**src/rtl/vmail_ctrl_p_if.sv**
```systemverilog
// Keypad-to-message-store bundle: key strobe in, command levels, cursor/count and captured digits out.
interface vmail_ctrl_p_if #(
  parameter int KEY_W     = 4,
  parameter int MSG_SLOTS = 8
);
  localparam int SW = $clog2(MSG_SLOTS);
  localparam int CW = SW + 1;

  logic [KEY_W-1:0] key;
  logic             key_vld;
  logic             play;
  logic             recrd;
  logic             erase;
  logic             save;
  logic             address;
  logic [SW-1:0]    slot;
  logic [CW-1:0]    msg_count;
  logic             full;
  logic             empty;
  logic             dig_vld;
  logic [KEY_W-1:0] dig;
  logic [3:0]       dig_idx;
  logic             tmo;

  modport master (
    output key, key_vld,
    input  play, recrd, erase, save, address, slot, msg_count, full, empty,
           dig_vld, dig, dig_idx, tmo
  );

  modport slave (
    input  key, key_vld,
    output play, recrd, erase, save, address, slot, msg_count, full, empty,
           dig_vld, dig, dig_idx, tmo
  );
endinterface

```
**src/rtl/vmail_ctrl_p.sv**
```systemverilog
// Voice-mail key-press controller: keys change state on the sampling edge, Moore outputs follow one cycle later.
// No backpressure: every key_vld strobe is consumed (or ignored) in the cycle it arrives.
module vmail_ctrl_p #(
  parameter int KEY_W       = 4,
  parameter int ADDR_DIGITS = 3,
  parameter int MSG_SLOTS   = 8,
  parameter int TIMEOUT     = 255
) (
  input  logic          clk,
  input  logic          reset,
  vmail_ctrl_p_if.slave bus
);
  localparam int SW = $clog2(MSG_SLOTS);
  localparam int CW = SW + 1;
  localparam int TW = $clog2(TIMEOUT + 1);

  typedef enum logic [3:0] {
    S_MAIN, S_REVIEW, S_REPEAT, S_SAVE, S_ERASE, S_SEND,
    S_ADDRESS, S_RECORD, S_BEGIN_REC, S_MESSAGE
  } state_t;

  state_t           state_q, state_d;
  logic [SW-1:0]    slot_q;
  logic [CW-1:0]    count_q;
  logic [TW-1:0]    idle_q;
  logic [3:0]       dig_cnt_q;
  logic             dig_vld_q, tmo_q;
  logic [KEY_W-1:0] dig_q;
  logic [3:0]       dig_idx_q;

  logic kv, k_one, k_two, k_three, k_five, k_star, k_pound, k_digit;
  logic empty_w, full_w, timeout_hit, cap, commit, slot_adv;

  assign kv      = bus.key_vld;
  assign k_one   = kv && (bus.key == KEY_W'(1));
  assign k_two   = kv && (bus.key == KEY_W'(2));
  assign k_three = kv && (bus.key == KEY_W'(3));
  assign k_five  = kv && (bus.key == KEY_W'(5));
  assign k_star  = kv && (bus.key == KEY_W'(10));
  assign k_pound = kv && (bus.key == KEY_W'(11));
  assign k_digit = kv && (bus.key <= KEY_W'(9));

  assign empty_w = (count_q == '0);
  assign full_w  = (count_q == CW'(MSG_SLOTS));
  // A key on the expiring edge wins, so the check requires an idle edge.
  assign timeout_hit = (state_q != S_MAIN) && !kv && (idle_q == TW'(TIMEOUT - 1));

  always_comb begin
    state_d  = state_q;
    cap      = 1'b0;
    commit   = 1'b0;
    slot_adv = 1'b0;
    if (timeout_hit) begin
      state_d = S_MAIN;
    end else begin
      case (state_q)
        S_MAIN: begin
          if (k_one)                state_d = S_REVIEW;
          else if (k_two && !full_w) state_d = S_SEND;
        end
        S_REVIEW: begin
          if (k_pound)                  state_d = S_MAIN;
          else if (!empty_w && k_one)   state_d = S_REPEAT;
          else if (!empty_w && k_two)   state_d = S_SAVE;
          else if (!empty_w && k_three) state_d = S_ERASE;
          else if (!empty_w && k_star)  slot_adv = 1'b1;
        end
        S_REPEAT, S_SAVE, S_ERASE: state_d = S_REVIEW;
        S_SEND:                    state_d = S_ADDRESS;
        S_ADDRESS: begin
          if (k_digit) begin
            cap = 1'b1;
            if (dig_cnt_q == 4'(ADDR_DIGITS - 1)) state_d = S_RECORD;
          end else if (k_pound && dig_cnt_q != 4'd0) begin
            state_d = S_RECORD;
          end
        end
        S_RECORD:    if (k_five) state_d = S_BEGIN_REC;
        S_BEGIN_REC: state_d = S_MESSAGE;
        S_MESSAGE: begin
          if (k_pound) begin
            commit  = 1'b1;
            state_d = S_MAIN;
          end
        end
        default:     state_d = S_MAIN;
      endcase
    end
  end

  always_ff @(posedge clk) begin
    if (reset) begin
      state_q   <= S_MAIN;
      slot_q    <= '0;
      count_q   <= '0;
      idle_q    <= '0;
      dig_cnt_q <= '0;
      dig_vld_q <= 1'b0;
      dig_q     <= '0;
      dig_idx_q <= '0;
      tmo_q     <= 1'b0;
    end else begin
      state_q   <= state_d;
      tmo_q     <= timeout_hit;
      dig_vld_q <= cap;
      idle_q    <= (kv || state_d == S_MAIN) ? '0 : idle_q + TW'(1);
      if (cap) begin
        dig_q     <= bus.key;
        dig_idx_q <= dig_cnt_q;
        dig_cnt_q <= dig_cnt_q + 4'd1;
      end else if (state_q == S_SEND) begin
        dig_cnt_q <= '0;
      end
      if (commit) count_q <= count_q + CW'(1);
      // Cursor stays below the count, so wrap is an equality test rather than a modulo.
      if (state_q == S_ERASE) begin
        count_q <= count_q - CW'(1);
        if (CW'(slot_q) >= count_q - CW'(1)) slot_q <= '0;
      end else if (slot_adv) begin
        slot_q <= (CW'(slot_q) + CW'(1) == count_q) ? '0 : slot_q + SW'(1);
      end
    end
  end

  assign bus.play      = (state_q == S_REPEAT);
  assign bus.save      = (state_q == S_SAVE);
  assign bus.erase     = (state_q == S_ERASE);
  assign bus.address   = (state_q == S_ADDRESS);
  assign bus.recrd     = (state_q == S_BEGIN_REC) || (state_q == S_MESSAGE);
  assign bus.slot      = slot_q;
  assign bus.msg_count = count_q;
  assign bus.full      = full_w;
  assign bus.empty     = empty_w;
  assign bus.dig_vld   = dig_vld_q;
  assign bus.dig       = dig_q;
  assign bus.dig_idx   = dig_idx_q;
  assign bus.tmo       = tmo_q;
endmodule

```
**src/flat_wrapper.sv**
```systemverilog
// flat-port wrapper written by rule: the top's interface ports become plain ports
module vmail_ctrl_p_flat 
#(
  parameter int KEY_W       = 4,
  parameter int ADDR_DIGITS = 3,
  parameter int MSG_SLOTS   = 8,
  parameter int TIMEOUT     = 255
)
  (clk, reset, bus_key, bus_key_vld, bus_play, bus_recrd, bus_erase, bus_save, bus_address, bus_slot, bus_msg_count, bus_full, bus_empty, bus_dig_vld, bus_dig, bus_dig_idx, bus_tmo);
  vmail_ctrl_p_if #(.KEY_W(KEY_W), .MSG_SLOTS(MSG_SLOTS)) bus_i ();
  input  logic clk;
  input  logic reset;
  input wire logic [$bits(bus_i.key)-1:0] bus_key;
  input wire logic [$bits(bus_i.key_vld)-1:0] bus_key_vld;
  output wire logic [$bits(bus_i.play)-1:0] bus_play;
  output wire logic [$bits(bus_i.recrd)-1:0] bus_recrd;
  output wire logic [$bits(bus_i.erase)-1:0] bus_erase;
  output wire logic [$bits(bus_i.save)-1:0] bus_save;
  output wire logic [$bits(bus_i.address)-1:0] bus_address;
  output wire logic [$bits(bus_i.slot)-1:0] bus_slot;
  output wire logic [$bits(bus_i.msg_count)-1:0] bus_msg_count;
  output wire logic [$bits(bus_i.full)-1:0] bus_full;
  output wire logic [$bits(bus_i.empty)-1:0] bus_empty;
  output wire logic [$bits(bus_i.dig_vld)-1:0] bus_dig_vld;
  output wire logic [$bits(bus_i.dig)-1:0] bus_dig;
  output wire logic [$bits(bus_i.dig_idx)-1:0] bus_dig_idx;
  output wire logic [$bits(bus_i.tmo)-1:0] bus_tmo;
  assign bus_i.key = bus_key;
  assign bus_i.key_vld = bus_key_vld;
  assign bus_play = bus_i.play;
  assign bus_recrd = bus_i.recrd;
  assign bus_erase = bus_i.erase;
  assign bus_save = bus_i.save;
  assign bus_address = bus_i.address;
  assign bus_slot = bus_i.slot;
  assign bus_msg_count = bus_i.msg_count;
  assign bus_full = bus_i.full;
  assign bus_empty = bus_i.empty;
  assign bus_dig_vld = bus_i.dig_vld;
  assign bus_dig = bus_i.dig;
  assign bus_dig_idx = bus_i.dig_idx;
  assign bus_tmo = bus_i.tmo;
  vmail_ctrl_p #(.KEY_W(KEY_W), .ADDR_DIGITS(ADDR_DIGITS), .MSG_SLOTS(MSG_SLOTS), .TIMEOUT(TIMEOUT)) u_core (.clk(clk), .reset(reset), .bus(bus_i));
endmodule
```
**config.mk**
```make
export PLATFORM = sky130hd
export DESIGN_NAME = vmail_ctrl_p_flat
export DESIGN_NICKNAME = d
export VERILOG_FILES = /design/src/rtl/vmail_ctrl_p_if.sv /design/src/rtl/vmail_ctrl_p.sv /design/src/flat_wrapper.sv
export SDC_FILE = /design/constraint.sdc
export NUM_CORES = 1
export LEC_CHECK = 0
export CAP_MARGIN = 20
export CORE_ASPECT_RATIO = 0.9
export CORE_UTILIZATION = 37
export CTS_CLUSTER_SIZE = 12
export DETAILED_ROUTE_END_ITERATION = 7
export PLACE_DENSITY = 0.6
export SLEW_MARGIN = 0
export SYNTH_ARGS = -nofsm -noshare
export SYNTH_HDL_FRONTEND = slang
export SYNTH_SLANG_ARGS = --single-unit
```
**constraint.sdc**
```tcl
create_clock -name clk -period 2.82 [get_ports clk]
set_clock_uncertainty 0.2 [all_clocks]
set_input_delay 0.564 -clock clk [delete_from_list [all_inputs] [get_ports clk]]
set_output_delay 0.564 -clock clk [all_outputs]
set_load 0.01 [all_outputs]
```
After elaboration in Yosys (flattened, before gate mapping):

Index checks and enable logic that the tools add are counted.

* $add $sub $neg: 6
* multipliers: 0
* div/mod/pow operators: 0
* order comparisons: 2
* eq/ne operators: 20
* shifts and indexed selects: 0
* muxes and demuxes: 34
* bitwise gates (word level): 0
* reductions and logical operators: 31

Operators by type and width (number)
* two-way mux 4 bit: 16
* case mux 4 bit (8 select lines): 1
* == test 4 x 2 -> 1 bit (second input constant): 5
* == test 4 x 3 -> 1 bit (second input constant): 5
* == test 4 bit (second input constant): 5
* logical AND 1 bit: 15
* two-way mux 1 bit: 13
* zero test 4 bit: 3
* two-way mux 3 bit: 4
* adder 4 x 1 -> 4 bit (second input constant): 2
* adder 8 x 1 -> 8 bit (second input constant): 1
* == test 4 x 1 -> 1 bit (second input constant): 2
* == test 8 bit (second input constant): 1
* nonzero test 4 bit: 2
* nonzero test 2 bit: 3
* adder 3 x 1 -> 4 bit (second input constant): 1
* == test 4 bit: 1
* >= comparator 3 x 4 -> 1 bit: 1
* less-or-equal comparator 4 bit (second input constant): 1
* subtractor 4 x 1 -> 4 bit (second input constant): 1
* adder 3 x 1 -> 3 bit (second input constant): 1
* zero test 1 bit: 3
* OR reduction 3 bit: 1
* logical OR 1 bit: 2
* 3 further kinds: 3

* flip-flop bits (word level): 33
* bits in latches: 0
* RAM bits: 0
* memory bits (read-only): 0
* input port bits: 7
* output and inout port bits: 24
* logic and storage cells: 102
* memories kept: 0

Longest topological paths before layout:

* word-level depth: 12
* gate-level depth with buffers: 7
* gate-level depth less buffers: 7

Worst setup path after synthesis:

No wires, ideal clock.

* path kind: register to register
* from: reg u_core.count_q[0], in the netlist u_core.bus.msg_count[0]
* to: reg u_core.slot_q[0], in the netlist u_core.bus.slot[0]
* setup time: 0.121 ns
* data arrival time: 1.914 ns
* required time: 2.499 ns
* slack: 0.586 ns
* stages on the path, launching flop included: 8
* path buffers: 0
* period minus slack after synthesis: 2.234 ns
* path through: dfxtp_1 inv_1 ha_1 or3b_1 nand4_1 or4_1 o211a_1 mux2_2

* longest elaborated chain between the ends: 12
* elaborated cells between the ends (all ways): 22
* classes of those cells: 1 x add/sub; 1 x order compare; 2 x eq/ne; 10 x mux; 8 x reduce/logical

RTL lines
* start: declaration: RTL line vmail_ctrl_p.sv:24 `logic [CW-1:0] count_q;`
* start signal: assignment: RTL line vmail_ctrl_p.sv:114 `if (commit) count_q <= count_q + CW'(1);`
* start signal: assignment: RTL line vmail_ctrl_p.sv:117 `count_q <= count_q - CW'(1);`
* zero test 4 bit: RTL line vmail_ctrl_p.sv:43 `assign empty_w = (count_q == '0);`
* zero test 1 bit
* logical AND 1 bit: RTL line vmail_ctrl_p.sv:66 `else if (!empty_w && k_star) slot_adv = 1'b1;`
* two-way mux 1 bit: RTL line vmail_ctrl_p.sv:66
* two-way mux 1 bit: RTL line vmail_ctrl_p.sv:65 `else if (!empty_w && k_three) state_d = S_ERASE;`
* two-way mux 1 bit: RTL line vmail_ctrl_p.sv:64 `else if (!empty_w && k_two) state_d = S_SAVE;`
* two-way mux 1 bit: RTL line vmail_ctrl_p.sv:63 `else if (!empty_w && k_one) state_d = S_REPEAT;`
* two-way mux 1 bit: RTL line vmail_ctrl_p.sv:62 `if (k_pound) state_d = S_MAIN;`
* two-way mux 1 bit: RTL line vmail_ctrl_p.sv:56 `case (state_q)`
* two-way mux 1 bit: RTL line vmail_ctrl_p.sv:53 `if (timeout_hit) begin`
* nonzero test 2 bit (no line)
* AND reduction 2 bit (no line)
* end signal: assignment: RTL line vmail_ctrl_p.sv:120 `slot_q <= (CW'(slot_q) + CW'(1) == count_q) ? '0 : slot_q + SW'(1);`
* end: declaration: RTL line vmail_ctrl_p.sv:23 `logic [SW-1:0] slot_q;`

Parallel ways exist; a longest one is shown, timed or not. The select of a mux whose other input is x is not followed.
A chain may end at the register's enable or synchronous reset.

Final worst setup path:

* from: reg u_core.count_q[1], in the netlist u_core.bus.msg_count[1]
* to: out bus_empty

* longest elaborated chain between the ends: 1

RTL lines
* zero test 4 bit: RTL line vmail_ctrl_p.sv:43
* end: declaration: RTL line flat_wrapper.sv:23 `output wire logic [$bits(bus_i.empty)-1:0] bus_empty;`

No other way between the ends.

==> flow_metrics.tcl <==
set metrics [dict create \
    cts_tree "built" \
    cts.htree.levels 2 \
    dp_hpwl_um 3298 \
    maxSlewViolCount 0 \
    powerDensity_nw_per_um2 385.3 \
    grt_pass1_vias 1550 \
    syn_nets 243 \
    yosysWarningCount 0 \
    fin_crit_ps 2718 \
    overflow 0 \
    grt_first_pass_wirelength_um 7431 \
    synth_area_leader_cell "dfxtp_1" \
    diodes 0 \
    grt_max_degree 17 \
    numCtsBuffers 5 \
    synth-async-reset-ratio_pct 0 \
    drt_iter0_drc 79 \
    synth.ff_latch_count 33 \
    vdd_drop_max_v 0.0002546 \
    die-area_um2 5581 \
    reg2reg_to "u_core.bus.slot[0]" \
    gr-usage-met3_pct 4.000 \
    rsz0062_at_grt "false" \
    die_y_um 70.97 \
    min_to "u_core.bus.dig_idx[2]" \
    antenna_found_initial 0 \
    io-pin-count 31 \
    synth_cell_types 56 \
    rows 24 \
    min_from "u_core.bus.dig_idx[2]" \
    reg2reg_slack_ps 410 \
    start_kind "register" \
    ant_nets 0 \
    yosys_most_used_dff "dfxtp_1" \
    regArea_um2 660.6 \
    reg2regPathDepth 7 \
    multi_input_area_um2 1194 \
    arrival_ps 1950 \
    hold_depth 2 \
    grt-busiest-layer "met1" \
    setup_tns_ps 0 \
    fillers 502 \
    synthDominantCellAreaShare_pct 33.78 \
    min_period_over_period_pct 96.38 \
    clk_pin_slew_worst_paths_ps 70 \
    coreArea_um2 4955 \
    drive_gt1_share_pct 13.26 \
    worstMarginPinSlew_ps 458.8 \
    critPathKind "reg -> out" \
    max_cap_violations 0 \
    cts.sinks 33 \
    met1_usage_pct 25.32 \
    wl_per_cell_um 13.22 \
    hold_viol 0 \
    drt_wl_total_um 4349 \
    p_leak_nw 0.9253 \
    area_growth_pct 26.87 \
    ys_seq_area_share_pct 33.78 \
    start_util_pct 39.47 \
    critPathRequiredTime_ps 2060 \
    reg2reg_from "u_core.bus.msg_count[1]" \
    syn_inst 225 \
    post_cts_buffers 0 \
    vias_per_cell 5.280 \
    fin_nets 281 \
    dp_slack_ps 59.12 \
    route.vias.total 1737 \
    root_buffer "clkbuf_8" \
    critPathMaxFanout 6 \
    hold_class "reg -> reg" \
    insertion_delay_ps 280 \
    fmaxAchievable_mhz 367.9 \
    portBuffers 30 \
    syn_avg_cell_area_um2 8.692 \
    relSlewSlack_pct 69.37 \
    synth_area_um2 1956 \
    grt_use_total_pct 17.06 \
    final.setup.worst_slack_ps 102.0 \
    first_pass_iters 4 \
    finalSetupViolations 0 \
    drc 0 \
    synthTopCellsByArea "dfxtp_1 34%, ha_1 7.0%, nor2_1 5.2%" \
    synth_edf_count 0 \
    gp_congestion 0.8348 \
    met2_usage_pct 23.96 \
    cp-end-kind "output port" \
    dieWidth_um 78.64 \
    status "complete, no violations" \
    cts_max_path_buffers 2 \
]
per-layer routing:
metal / vias to the layer above / wire (µm)
met3: 5 / 170
met4: 0 / 37
met1: 809 / 2382
met5: - / 0
li1: 887 / -
met2: 36 / 1758
power breakdown:
group / switching (W) / internal (W)
Combinational: 0.0000690 / 0.0000596
Sequential: 0.00000908 / 0.000472
Clock: 0.000176 / 0.000170
Total: 0.000254 / 0.000702
cells in the final DEF, fill, tap and decap left out, types with 2 or more instances in the layout:
cell type / count
a2111oi_1: 6
a21o_1: 2
a21oi_1: 12
a22oi_1: 2
a31oi_1: 4
and3_1: 3
buf_4: 12
clkbuf_8: 5
clkdlybuf4s50_1: 30
clkinv_2: 2
dfxtp_1: 33
ha_1: 10
inv_1: 11
mux2i_1: 6
nand2_1: 7
nand2b_1: 6
nand3_1: 9
nand3b_1: 3
nand4_1: 4
nor2_1: 27
nor2b_1: 3
nor3_1: 6
o211a_1: 2
o21ai_0: 5
or2_2: 2
or3_1: 2
xnor2_1: 8
xor2_1: 8
flip-flops by register name, summed over array words and instances, names as in the netlist:
name / flops
u_core.idle_q: 8
u_core.bus.dig: 4
u_core.bus.dig_idx: 4
u_core.bus.msg_count: 4
u_core.dig_cnt_q: 4
u_core.state_q: 4
u_core.bus.slot: 3
u_core.bus.dig_vld: 1
u_core.bus.tmo: 1
layout make-up:
type	instances	share of cell area, %
clock inverters	3	0.7060
multi-input cells	167	48.11
well taps	65	3.278
repair buffers	43	16.54
clock buffers	5	2.774
inverters	13	1.967
flip-flops and latches	33	26.63
critical path: stages, from the launching register on:
cell and delay (ps):
dfxtp_1 370, inv_1 100, ha_2 210, or3b_4 420
inv_1 60, clkdlybuf4s50_1 520
worst max-delay path by stage:
| stage | slack (ps) | cells past startpoint | to | startpoint |
|---|---|---|---|---|
| after floorplan | 590 | 7 | u_core.bus.slot[0] | u_core.bus.msg_count[0] |
| after global placement | 90 | 6 | u_core.idle_q[6] | bus_key[1] |
| after detailed placement | 60 | 6 | u_core.idle_q[1] | bus_key[1] |
| after CTS | 4 | 5 | bus_empty | u_core.bus.msg_count[0] |
| after global routing | 40 | 5 | bus_empty | u_core.bus.msg_count[1] |
| final | 100 | 5 | bus_empty | u_core.bus.msg_count[1] |
what timing repair did:
item	in CTS	in global routing
setup endpoints to repair	0	1
hold endpoints to repair	0	0
hold buffers	0	0
resized for setup	0	3
synth_stat cells (5+ instances only):
cell	count
nor2_1	27
o21ai_0	5
mux2i_1	6
ha_1	11
dfxtp_1	33
nor3_1	6
inv_1	12
nand2b_1	6
xor2_1	8
a21oi_1	12
nand3_1	9
a2111oi_1	6
xnor2_1	8
buf_2	7
nand2_1	7
kinds of logic (layout without fill, tap and decap cells):
| group | Yosys count | count (layout) | share of synthesized area, % |
|---|---|---|---|
| fa+ha+maj | 11 | 11 | 7.038 |
| compound gates | 47 | 47 | 18.49 |
| buf+inv | 25 | 64 | 5.438 |
| simple gates | 86 | 86 | 24.44 |
| xor+xnor | 16 | 16 | 7.166 |
| mux | 7 | 7 | 3.647 |
| flops | 33 | 33 | 33.78 |
metrics by stage:
stage / area (µm²) / instances / utilization (%) / power (W) / hold slack (ps)
2_1_floorplan: 1956 / 225 / - / 0.0005642 / 270.3
3_3_place_gp: 2390 / 321 / 48.23 / 0.0006188 / 273.4
3_5_place_dp: 2390 / 321 / 48.23 / 0.0006187 / 281.6
4_1_cts: 2476 / 329 / 49.97 / 0.0009686 / 299.8
5_1_grt: 2481 / 329 / 50.08 / 0.001009 / 321.8
6_report: 2481 / 329 / 50.08 / 0.0009559 / 298.8
Power figures use the tool's default switching activity.
